[config.mk]
export PLATFORM = sky130hd
export DESIGN_NAME = conv_window_sequencer
export DESIGN_NICKNAME = d
export VERILOG_FILES = /design/src/rtl/npu_ctrl_pkg.sv /design/src/rtl/window_tap_gen.sv /design/src/rtl/conv_window_sequencer.sv
export SDC_FILE = /design/constraint.sdc
export NUM_CORES = 1
export LEC_CHECK = 0
export CORE_MARGIN = 5
export CORE_UTILIZATION = 56
export CTS_BUF_LIST = sky130_fd_sc_hd__clkbuf_16
export DETAILED_ROUTE_END_ITERATION = 10
export DONT_BUFFER_PORTS = 1
export PLACE_DENSITY = 0.68
export SYNTH_ARGS = -nofsm -noshare
export SYNTH_HDL_FRONTEND = slang
export SYNTH_HIERARCHICAL = 1
export SYNTH_SLANG_ARGS = --single-unit
[constraint.sdc]
create_clock -name clk -period 9 [get_ports clk]
set_input_delay 1.8 -clock clk [delete_from_list [all_inputs] [get_ports clk]]
set_output_delay 1.8 -clock clk [all_outputs]
set_load 0.02 [all_outputs]
[src/rtl/npu_ctrl_pkg.sv]
// rtl/npu_ctrl_pkg.sv - shared types and 3x3 tap geometry for the window sequencer
package npu_ctrl_pkg;

  typedef enum logic [1:0] {
    ST_IDLE  = 2'd0,
    ST_RUN   = 2'd1,
    ST_FLUSH = 2'd2,
    ST_DONE  = 2'd3
  } state_e;

  localparam int NUM_TAPS = 9;

  // MSB-first row-major: bit 8 is the north-west neighbour, bit 0 the south-east one
  localparam int TAP_SE = 0;
  localparam int TAP_S  = 1;
  localparam int TAP_SW = 2;
  localparam int TAP_E  = 3;
  localparam int TAP_C  = 4;
  localparam int TAP_W  = 5;
  localparam int TAP_NE = 6;
  localparam int TAP_N  = 7;
  localparam int TAP_NW = 8;

  localparam int TAP_DR [NUM_TAPS] = '{1, 1, 1, 0, 0, 0, -1, -1, -1};
  localparam int TAP_DC [NUM_TAPS] = '{1, 0, -1, 1, 0, -1, 1, 0, -1};

endpackage

[src/rtl/window_tap_gen.sv]
// rtl/window_tap_gen.sv - combinational 3x3 tap mask and address generator
module window_tap_gen
  import npu_ctrl_pkg::*;
#(
  parameter int W_B    = 7,
  parameter int H_B    = 7,
  parameter int ADDR_W = 16
) (
  input  logic [H_B-1:0]             r_i,
  input  logic [W_B-1:0]             c_i,
  input  logic [W_B-1:0]             cfg_w_i,
  input  logic [H_B-1:0]             cfg_h_i,
  input  logic [ADDR_W-1:0]          row_base_i,
  input  logic [ADDR_W-1:0]          plane_base_i,
  output logic [NUM_TAPS-1:0]        mask_o,
  output logic [NUM_TAPS*ADDR_W-1:0] addr_o
);

  localparam logic [H_B:0]    H_ONE = {{H_B{1'b0}}, 1'b1};
  localparam logic [W_B:0]    W_ONE = {{W_B{1'b0}}, 1'b1};
  localparam logic [ADDR_W-1:0] A_ONE = {{(ADDR_W-1){1'b0}}, 1'b1};

  logic              row_mid_ok, row_up_ok, row_dn_ok;
  logic              col_mid_ok, col_lf_ok, col_rt_ok;
  logic              tap_ok_r, tap_ok_c;
  logic [ADDR_W-1:0] center_addr, cfg_w_ext, tap_addr;

  assign row_mid_ok  = r_i < cfg_h_i;
  assign row_up_ok   = row_mid_ok && (r_i != '0);
  assign row_dn_ok   = ({1'b0, r_i} + H_ONE) < {1'b0, cfg_h_i};
  assign col_mid_ok  = c_i < cfg_w_i;
  assign col_lf_ok   = col_mid_ok && (c_i != '0);
  assign col_rt_ok   = ({1'b0, c_i} + W_ONE) < {1'b0, cfg_w_i};
  assign cfg_w_ext   = ADDR_W'(cfg_w_i);
  assign center_addr = plane_base_i + row_base_i + ADDR_W'(c_i);

  // Neighbour addresses are the centre address shifted by one row/column; wrap is harmless
  // because out-of-map taps are forced to zero.
  always_comb begin
    mask_o   = '0;
    addr_o   = '0;
    tap_ok_r = 1'b0;
    tap_ok_c = 1'b0;
    tap_addr = '0;
    for (int k = 0; k < NUM_TAPS; k++) begin
      tap_ok_r = (TAP_DR[k] < 0) ? row_up_ok : (TAP_DR[k] > 0) ? row_dn_ok : row_mid_ok;
      tap_ok_c = (TAP_DC[k] < 0) ? col_lf_ok : (TAP_DC[k] > 0) ? col_rt_ok : col_mid_ok;
      tap_addr = center_addr;
      if (TAP_DR[k] < 0) tap_addr = tap_addr - cfg_w_ext;
      if (TAP_DR[k] > 0) tap_addr = tap_addr + cfg_w_ext;
      if (TAP_DC[k] < 0) tap_addr = tap_addr - A_ONE;
      if (TAP_DC[k] > 0) tap_addr = tap_addr + A_ONE;
      mask_o[k] = tap_ok_r && tap_ok_c;
      addr_o[ADDR_W*k +: ADDR_W] = (tap_ok_r && tap_ok_c) ? tap_addr : '0;
    end
  end

endmodule

[src/rtl/conv_window_sequencer.sv]
// rtl/conv_window_sequencer.sv - 3x3 window-fetch sequencer: FSM, loop counters, address accumulators
module conv_window_sequencer
  import npu_ctrl_pkg::*;
#(
  parameter int W_B    = 7,
  parameter int H_B    = 7,
  parameter int IC_B   = 4,
  parameter int ADDR_W = 16
) (
  input  logic                       clk,
  input  logic                       reset_n,
  input  logic                       start,
  input  logic [W_B-1:0]             cfg_w,
  input  logic [H_B-1:0]             cfg_h,
  input  logic [IC_B-1:0]            cfg_ic,
  input  logic                       stall,
  output logic                       busy,
  output logic                       rd_en,
  output logic [NUM_TAPS*ADDR_W-1:0] rd_addr,
  output logic [NUM_TAPS-1:0]        en_read,
  output logic                       en_bias,
  output logic [IC_B-1:0]            ic_idx,
  output logic                       out_valid,
  output logic                       out_last,
  output logic                       done
);

  localparam logic [W_B-1:0]  W_ONE  = {{(W_B-1){1'b0}}, 1'b1};
  localparam logic [H_B-1:0]  H_ONE  = {{(H_B-1){1'b0}}, 1'b1};
  localparam logic [IC_B-1:0] IC_ONE = {{(IC_B-1){1'b0}}, 1'b1};

  state_e            state_q, state_d;
  logic [W_B-1:0]    w_q, w_d, c_q, c_d;
  logic [H_B-1:0]    h_q, h_d, r_q, r_d;
  logic [IC_B-1:0]   nic_q, nic_d, ic_q, ic_d;
  logic [ADDR_W-1:0] row_base_q, row_base_d, plane_base_q, plane_base_d;
  logic [ADDR_W-1:0] plane_size_q, plane_size_d;
  logic              out_valid_q, out_valid_d, out_last_q, out_last_d;
  logic              issue, last_c, last_r, last_ic;
  logic [NUM_TAPS-1:0] tap_mask;

  window_tap_gen #(.W_B(W_B), .H_B(H_B), .ADDR_W(ADDR_W)) u_tap_gen (
    .r_i          (r_q),
    .c_i          (c_q),
    .cfg_w_i      (w_q),
    .cfg_h_i      (h_q),
    .row_base_i   (row_base_q),
    .plane_base_i (plane_base_q),
    .mask_o       (tap_mask),
    .addr_o       (rd_addr)
  );

  assign issue   = (state_q == ST_RUN) && !stall;
  assign last_c  = c_q == (w_q - W_ONE);
  assign last_r  = r_q == (h_q - H_ONE);
  assign last_ic = ic_q == (nic_q - IC_ONE);

  always_comb begin
    state_d      = state_q;
    w_d          = w_q;
    h_d          = h_q;
    nic_d        = nic_q;
    c_d          = c_q;
    r_d          = r_q;
    ic_d         = ic_q;
    row_base_d   = row_base_q;
    plane_base_d = plane_base_q;
    plane_size_d = plane_size_q;
    out_valid_d  = issue;
    out_last_d   = issue && last_c && last_r && last_ic;
    case (state_q)
      ST_IDLE: begin
        if (start) begin
          if (cfg_w == '0 || cfg_h == '0 || cfg_ic == '0) begin
            state_d = ST_DONE;
          end else begin
            state_d      = ST_RUN;
            w_d          = cfg_w;
            h_d          = cfg_h;
            nic_d        = cfg_ic;
            c_d          = '0;
            r_d          = '0;
            ic_d         = '0;
            row_base_d   = '0;
            plane_base_d = '0;
            plane_size_d = ADDR_W'(cfg_w) * ADDR_W'(cfg_h);
          end
        end
      end
      ST_RUN: begin
        if (issue) begin
          if (!last_c) begin
            c_d = c_q + W_ONE;
          end else begin
            c_d = '0;
            if (!last_r) begin
              r_d        = r_q + H_ONE;
              row_base_d = row_base_q + ADDR_W'(w_q);
            end else begin
              r_d        = '0;
              row_base_d = '0;
              if (!last_ic) begin
                ic_d         = ic_q + IC_ONE;
                plane_base_d = plane_base_q + plane_size_q;
              end else begin
                ic_d         = '0;
                plane_base_d = '0;
                state_d      = ST_FLUSH;
              end
            end
          end
        end
      end
      ST_FLUSH: state_d = ST_IDLE;
      default:  state_d = ST_IDLE;
    endcase
  end

  always_ff @(posedge clk or negedge reset_n) begin
    if (!reset_n) begin
      state_q      <= ST_IDLE;
      w_q          <= '0;
      h_q          <= '0;
      nic_q        <= '0;
      c_q          <= '0;
      r_q          <= '0;
      ic_q         <= '0;
      row_base_q   <= '0;
      plane_base_q <= '0;
      plane_size_q <= '0;
      out_valid_q  <= 1'b0;
      out_last_q   <= 1'b0;
    end else begin
      state_q      <= state_d;
      w_q          <= w_d;
      h_q          <= h_d;
      nic_q        <= nic_d;
      c_q          <= c_d;
      r_q          <= r_d;
      ic_q         <= ic_d;
      row_base_q   <= row_base_d;
      plane_base_q <= plane_base_d;
      plane_size_q <= plane_size_d;
      out_valid_q  <= out_valid_d;
      out_last_q   <= out_last_d;
    end
  end

  assign rd_en     = issue;
  assign en_read   = issue ? tap_mask : '0;
  assign en_bias   = issue && (ic_q == '0);
  assign ic_idx    = ic_q;
  assign busy      = (state_q == ST_RUN) || (state_q == ST_FLUSH);
  assign done      = (state_q == ST_FLUSH) || (state_q == ST_DONE);
  assign out_valid = out_valid_q;
  assign out_last  = out_last_q;

endmodule

# Word level (Yosys, flattened, before mapping)
# Cells that the tools add are included.
[totals] reg_bits=86 in_bits=22 wordCells=128
[classes] add_sub_neg=20 mul=1 order_cmp=4 n_eq_ne=12 muxes=44 bitwise=1 n_reduce_logical=34
[op_table] cell="$mux 16" n=18
[op_table] cell="$pmux 16 s2" n=2
[op_table] cell="$mux 7" n=7
[op_table] cell="$add 16x1->16 const B" n=3
[op_table] cell="$add 16x7->16" n=3
[op_table] cell="$sub 16x1->16 const B" n=3
[op_table] cell="$pmux 7 s2" n=2
[op_table] cell="$mux 4" n=6
[op_table] cell="$add 16x14->16" n=1
[op_table] cell="$add 16x16->16" n=1
[op_table] cell="$add 7x1->8 const B" n=2
[op_table] cell="$logic_and 1x1->1" n=16
[op_table] cell="$lt 8x7->1" n=2
[op_table] cell="$sub 16x7->16" n=1
[op_table] cell="$add 7x1->7 const B" n=2
[op_table] cell="$eq 7x7->1" n=2
[op_table] cell="$logic_not 7->1" n=2
[op_table] cell="$lt 7x7->1" n=2
[op_table] cell="$mul 7x7->14" n=1
[op_table] cell="$reduce_bool 7->1" n=2
[op_table] cell="$sub 7x1->7 const B" n=2
[op_table] cell="$mux 2" n=6
[op_table] cell="$ne 2x2->1 const B" n=6
[op_table] cell="$reduce_and 5->1" n=2
[op_table] cell="17 further kinds" n=22

# Depth between registers and ports, before layout
[depth] depth_word=7 ltp_mapped=21

# By module
# The synthesis kept the hierarchy.
[by_module_without_submodules] mod="conv_window_sequencer" instances=1 cells_per_inst=737 area_each_um2=6870.3
[by_module_without_submodules] mod="window_tap_gen" instances=1 cells_per_inst=783 area_each_um2=5312.6

# Least setup slack after synthesis
# No wires, ideal clock.
[synth_path] kind="flip-flop to output port" start="reg c_q[1]" end="out rd_addr[142]" arrival_ns=5.512 setup_slack_ns=1.688 path_stages_with_launch=20 path_buffers=1 path_cell_list="dfrtp_1 fa_1 ha_1 inv_1 fa_1 nand2b_1 nand2b_1 a21o_1 xnor2_1 inv_1 ha_1 clkbuf_1 a21oi_1 a311oi_1 nor2_1 xnor2_1 or3_1 or4_4 nor3_1 mux2i_1"
[synth_between] elab_chain_cells=4 word_cells_on_any_way=8 classes_between="add/sub: 3; order compare: 1; mux: 1; reduce/logical: 3"
[synth_rtl] element="from (decl)" line_no="conv_window_sequencer.sv:33" rtl="logic [W_B-1:0] w_q, w_d, c_q, c_d;"
[synth_rtl] element="from (signal assigned)" line_no="conv_window_sequencer.sv:125" rtl="c_q <= '0;"
[synth_rtl] element="from (signal assigned)" line_no="conv_window_sequencer.sv:138" rtl="c_q <= c_d;"
[synth_rtl] element="$add 16x7->16, or another cell as far along" line_no="window_tap_gen.sv:35" rtl="assign center_addr = plane_base_i + row_base_i + ADDR_W'(c_i);"
[synth_rtl] element="$sub 16x7->16 or $logic_and 1x1->1 (tied branches)" line_no="window_tap_gen.sv:49, window_tap_gen.sv:32"
[synth_rtl] element="$sub 16x1->16 or $logic_and 1x1->1 (tied branches)" line_no="window_tap_gen.sv:51, window_tap_gen.sv:54"
[synth_rtl] element="$mux 16 *" line_no="window_tap_gen.sv:54" rtl="addr_o[ADDR_W*k +: ADDR_W] = (tap_ok_r && tap_ok_c) ? tap_addr : '0;"
[synth_rtl] element="to (decl)" line_no="conv_window_sequencer.sv:19" rtl="output logic [NUM_TAPS*ADDR_W-1:0] rd_addr,"
# Mark *: on every way between the ends. The rest lies on a longest branch, timed or not.

# Worst setup path after layout
[layout_path] start="reg c_q[2]" end="out rd_addr[47]"
[layout_between] elab_chain_cells=4 word_cells_on_any_way=8 classes_between="add/sub: 3; order compare: 1; mux: 1; reduce/logical: 3"
[layout_rtl] element="$add 16x7->16, or another cell as far along" line_no="window_tap_gen.sv:35"
[layout_rtl] element="$add 16x7->16 or $logic_and 1x1->1 (tied branches)" line_no="window_tap_gen.sv:50, window_tap_gen.sv:32"
[layout_rtl] element="$sub 16x1->16 or $logic_and 1x1->1 (tied branches)" line_no="window_tap_gen.sv:51, window_tap_gen.sv:54"
[layout_rtl] element="$mux 16 *" line_no="window_tap_gen.sv:54"
# Marks and branches as above.

==> results.sh <==
export IMPL_crit_family="simple AND/OR/NAND/NOR gates"
export IMPL_worst_pin_slew_ns=1.24
export IMPL_synthTopCellsByArea="dfrtp_1 18%, ha_1 14%, xnor2_1 7.1%"
export IMPL_synth_edff_count=0
export IMPL_drc_errors=0
export IMPL_cp_num_buf_inv=2
export IMPL_setup_violations=0
export IMPL_antenna_cells=0
export IMPL_portBuffers=0
export IMPL_wl_um=35600
export IMPL_critical_path_class="flip-flop to output pin"
export IMPL_coreArea_mm2=0.0216
export IMPL_critPathArrivalTime_ns=6.56
export IMPL_rows=54
export IMPL_insertion_delay_ns=0.34
export IMPL_drt_first_pass_iters=5
export IMPL_post_dp_cell_area_mm2=0.0124
export IMPL_syn_cell_area_mm2=0.0122
export IMPL_pin_count=185
export IMPL_dp_hpwl_um=28500
export IMPL_clock_skew_ns=0.00979
export IMPL_setup_ws_ns=0.641
export IMPL_start_util_pct=56.3
export IMPL_die_area_mm2=0.0248
export IMPL_critPathMaxFanout=14
export IMPL_cpMaxStageDelayCell="nor4_1"
export IMPL_start_kind="flip-flop"
export IMPL_ant_nets=0
export IMPL_grt_overflow_total=0
export IMPL_dieHeight_um=157
export IMPL_synth_warnings=6
export IMPL_drt_iter0_drc=742
export IMPL_synth_top_cell_area_share_pct=17.7
export IMPL_cts_root_buf="clkbuf_16"
export IMPL_cts_setup_buffers=0
export IMPL_synthFlopType="dfrtp_1"
export IMPL_clk_pin_slew_ns=0.07
export IMPL_grt_setup_unrepaired="no"
export IMPL_status="finished, final reports clean"
export IMPL_viasPerCell=6.16
export IMPL_clock_path_buffers=2
export IMPL_htreeDepth=3
export IMPL_slew_headroom_pct=16.3
export IMPL_fmax_mhz=120
export IMPL_synth_top_area_cell="dfrtp_1"
export IMPL_ys_seq_elements=86
export IMPL_max_cap_viol_count=0
export IMPL_synth_avg_cell_area_um2=8.02
export IMPL_maxSlewViolCount=0
export IMPL_hold_viol_final=0
export IMPL_fin_crit_ns=8.36
export IMPL_num_vias=11000
export IMPL_synthArstFlopShare_pct=100
export IMPL_dp_slack_ns=1.06
export IMPL_netlist_instances=1520
export IMPL_ctsHoldBuffers=0
export IMPL_cts_sinks=86
export IMPL_grt_max_degree=87
export IMPL_grt_pass1_vias=10500
export IMPL_drive_above_1_share_pct=5.93
export IMPL_setup_tns_ns=0
export IMPL_synth_nets=1713
export IMPL_critical_path_max_stage_delay_ns=0.74
export IMPL_place_gp_congestion=0.968
export IMPL_cts_tree="yes"
export IMPL_ys_seq_area_share_pct=17.7
export IMPL_wl_per_cell_um=20.0
export IMPL_crit_path_cell_trace="fa_1 -> ha_1 -> a21o_1 -> a21oi_1 -> xor2_1 -> clkinv_1 -> ha_1 -> inv_1 -> a221oi_1 -> a21boi_0 -> nor2_1 -> nand4_1 -> nor4_1 -> nand2_1 -> or4_1 -> mux2i_1"
export IMPL_stdcell_area_mm2=0.0127
export IMPL_numCtsBuffers=9
export IMPL_syn2layout_area_growth_pct=4.43
export IMPL_dieWidth_um=157
export IMPL_synth_cell_types=93
export IMPL_required_ns=7.20
export IMPL_cts_resized=0
export IMPL_track_usage_pct=28.3
export IMPL_antenna_found_initial=0
export IMPL_endpoint_kind="output pin"
export IMPL_hp_class="flip-flop to flip-flop"
export IMPL_fin_nets=1690
export IMPL_fin_crit_sh_pct=92.9
export IMPL_grt_pass1_wl_um=56400
export IMPL_crit_top_cell="ha_1"
## kinds of logic after synthesis
group           synth area share (%)
simple gates                    26.1
compound gates                  17.5
fa+ha+maj                       19.8
xor+xnor                        11.9
buf+inv                         4.93
flops                           17.7
mux                             2.16
## final cells by class
type	instances	area, um2
flip-flops and latches	86	2150
well taps	280	350
repair buffers	13	97.6
fillers	2046	8900
clock buffers	9	225
clock inverters	7	57.6
multi-input cells	1286	9460
inverters	101	379
## tightest hold or removal path: cells and delay by family (launching register included)
| family | cells | cell delay, ns |
|---|---|---|
| AOI/OAI and AO/OA | 1 | 0.07 |
| DFF | 1 | 0.35 |
| and+or+nand+nor | 1 | 0.05 |
## metal layers
layer	track usage (%)	routed length (um)	vias to the layer above
met1	35.9	14900	5243
met4	9.91	1170	0
li1	-	-	5318
met2	49.4	17300	351
met5	0	0	-
met3	3.96	2240	66
## placed cells by master (no fill, tap or decap), types with 10 or more instances in the layout
cell type,n
ha_1,135
xnor2_1,98
nand4_1,16
inv_1,100
o31ai_1,34
o21ai_0,68
a21o_1,28
mux2_2,18
nand2_1,106
o21a_1,19
nor3b_1,13
nor4_1,21
or3_1,16
nor3_1,50
dfrtp_1,86
and3_1,14
nor2_1,188
fa_1,36
or2_2,10
or4_1,10
xor2_1,58
nand3_1,53
a21oi_1,57
and2_1,57
buf_4,13
a31oi_1,11
nor2b_1,17
nand2b_1,16
## registers in the layout, indices dropped and copies added (netlist names)
| register | flops |
|---|---|
| plane_base_q | 16 |
| row_base_q | 16 |
| plane_size_q | 14 |
| c_q | 7 |
| h_q | 7 |
| r_q | 7 |
| w_q | 7 |
| ic_idx | 4 |
| nic_q | 4 |
| state_q | 2 |
| out_last | 1 |
| out_valid | 1 |
## worst paths after layout
check | end | cells after the start | slack, ns | startpoint
worst max-delay path | rd_addr[47] | 16 | 0.64 | c_q[2]
worst min-delay path | plane_size_q[6] | 2 | 0.50 | plane_size_q[6]
worst max register to register | r_q[5] | 9 | 5.54 | state_q[1]
worst min register to register | plane_size_q[6] | 2 | 0.50 | plane_size_q[6]
max in group asynchronous | c_q[5] | 0 | 7.70 | reset_n
min in group asynchronous | out_last | 0 | 1.15 | reset_n
## Yosys cell counts (34+ instances only)
library cell / instances
o21ai_0: 68
nor2_1: 188
xnor2_1: 99
a21oi_1: 57
inv_1: 100
o31ai_1: 34
dfrtp_1: 86
nand2_1: 106
ha_1: 135
and2_1: 57
nor3_1: 51
nand3_1: 54
fa_1: 36
xor2_1: 58
## per-stage QoR
stage | utilization [%] | cells | hold slack [ns]
finish | 58.8 | 1782 | 0.499
floorplan | - | 1520 | 0.443
global placement | 57.5 | 1766 | 0.473
CTS | 58.8 | 1782 | 0.504
global route | 58.8 | 1782 | 0.541
detailed placement | 57.5 | 1766 | 0.485
Power is left out: the tool's default activity adds up to more than one toggle a clock period on the data nets, which glitch-free logic cannot reach.
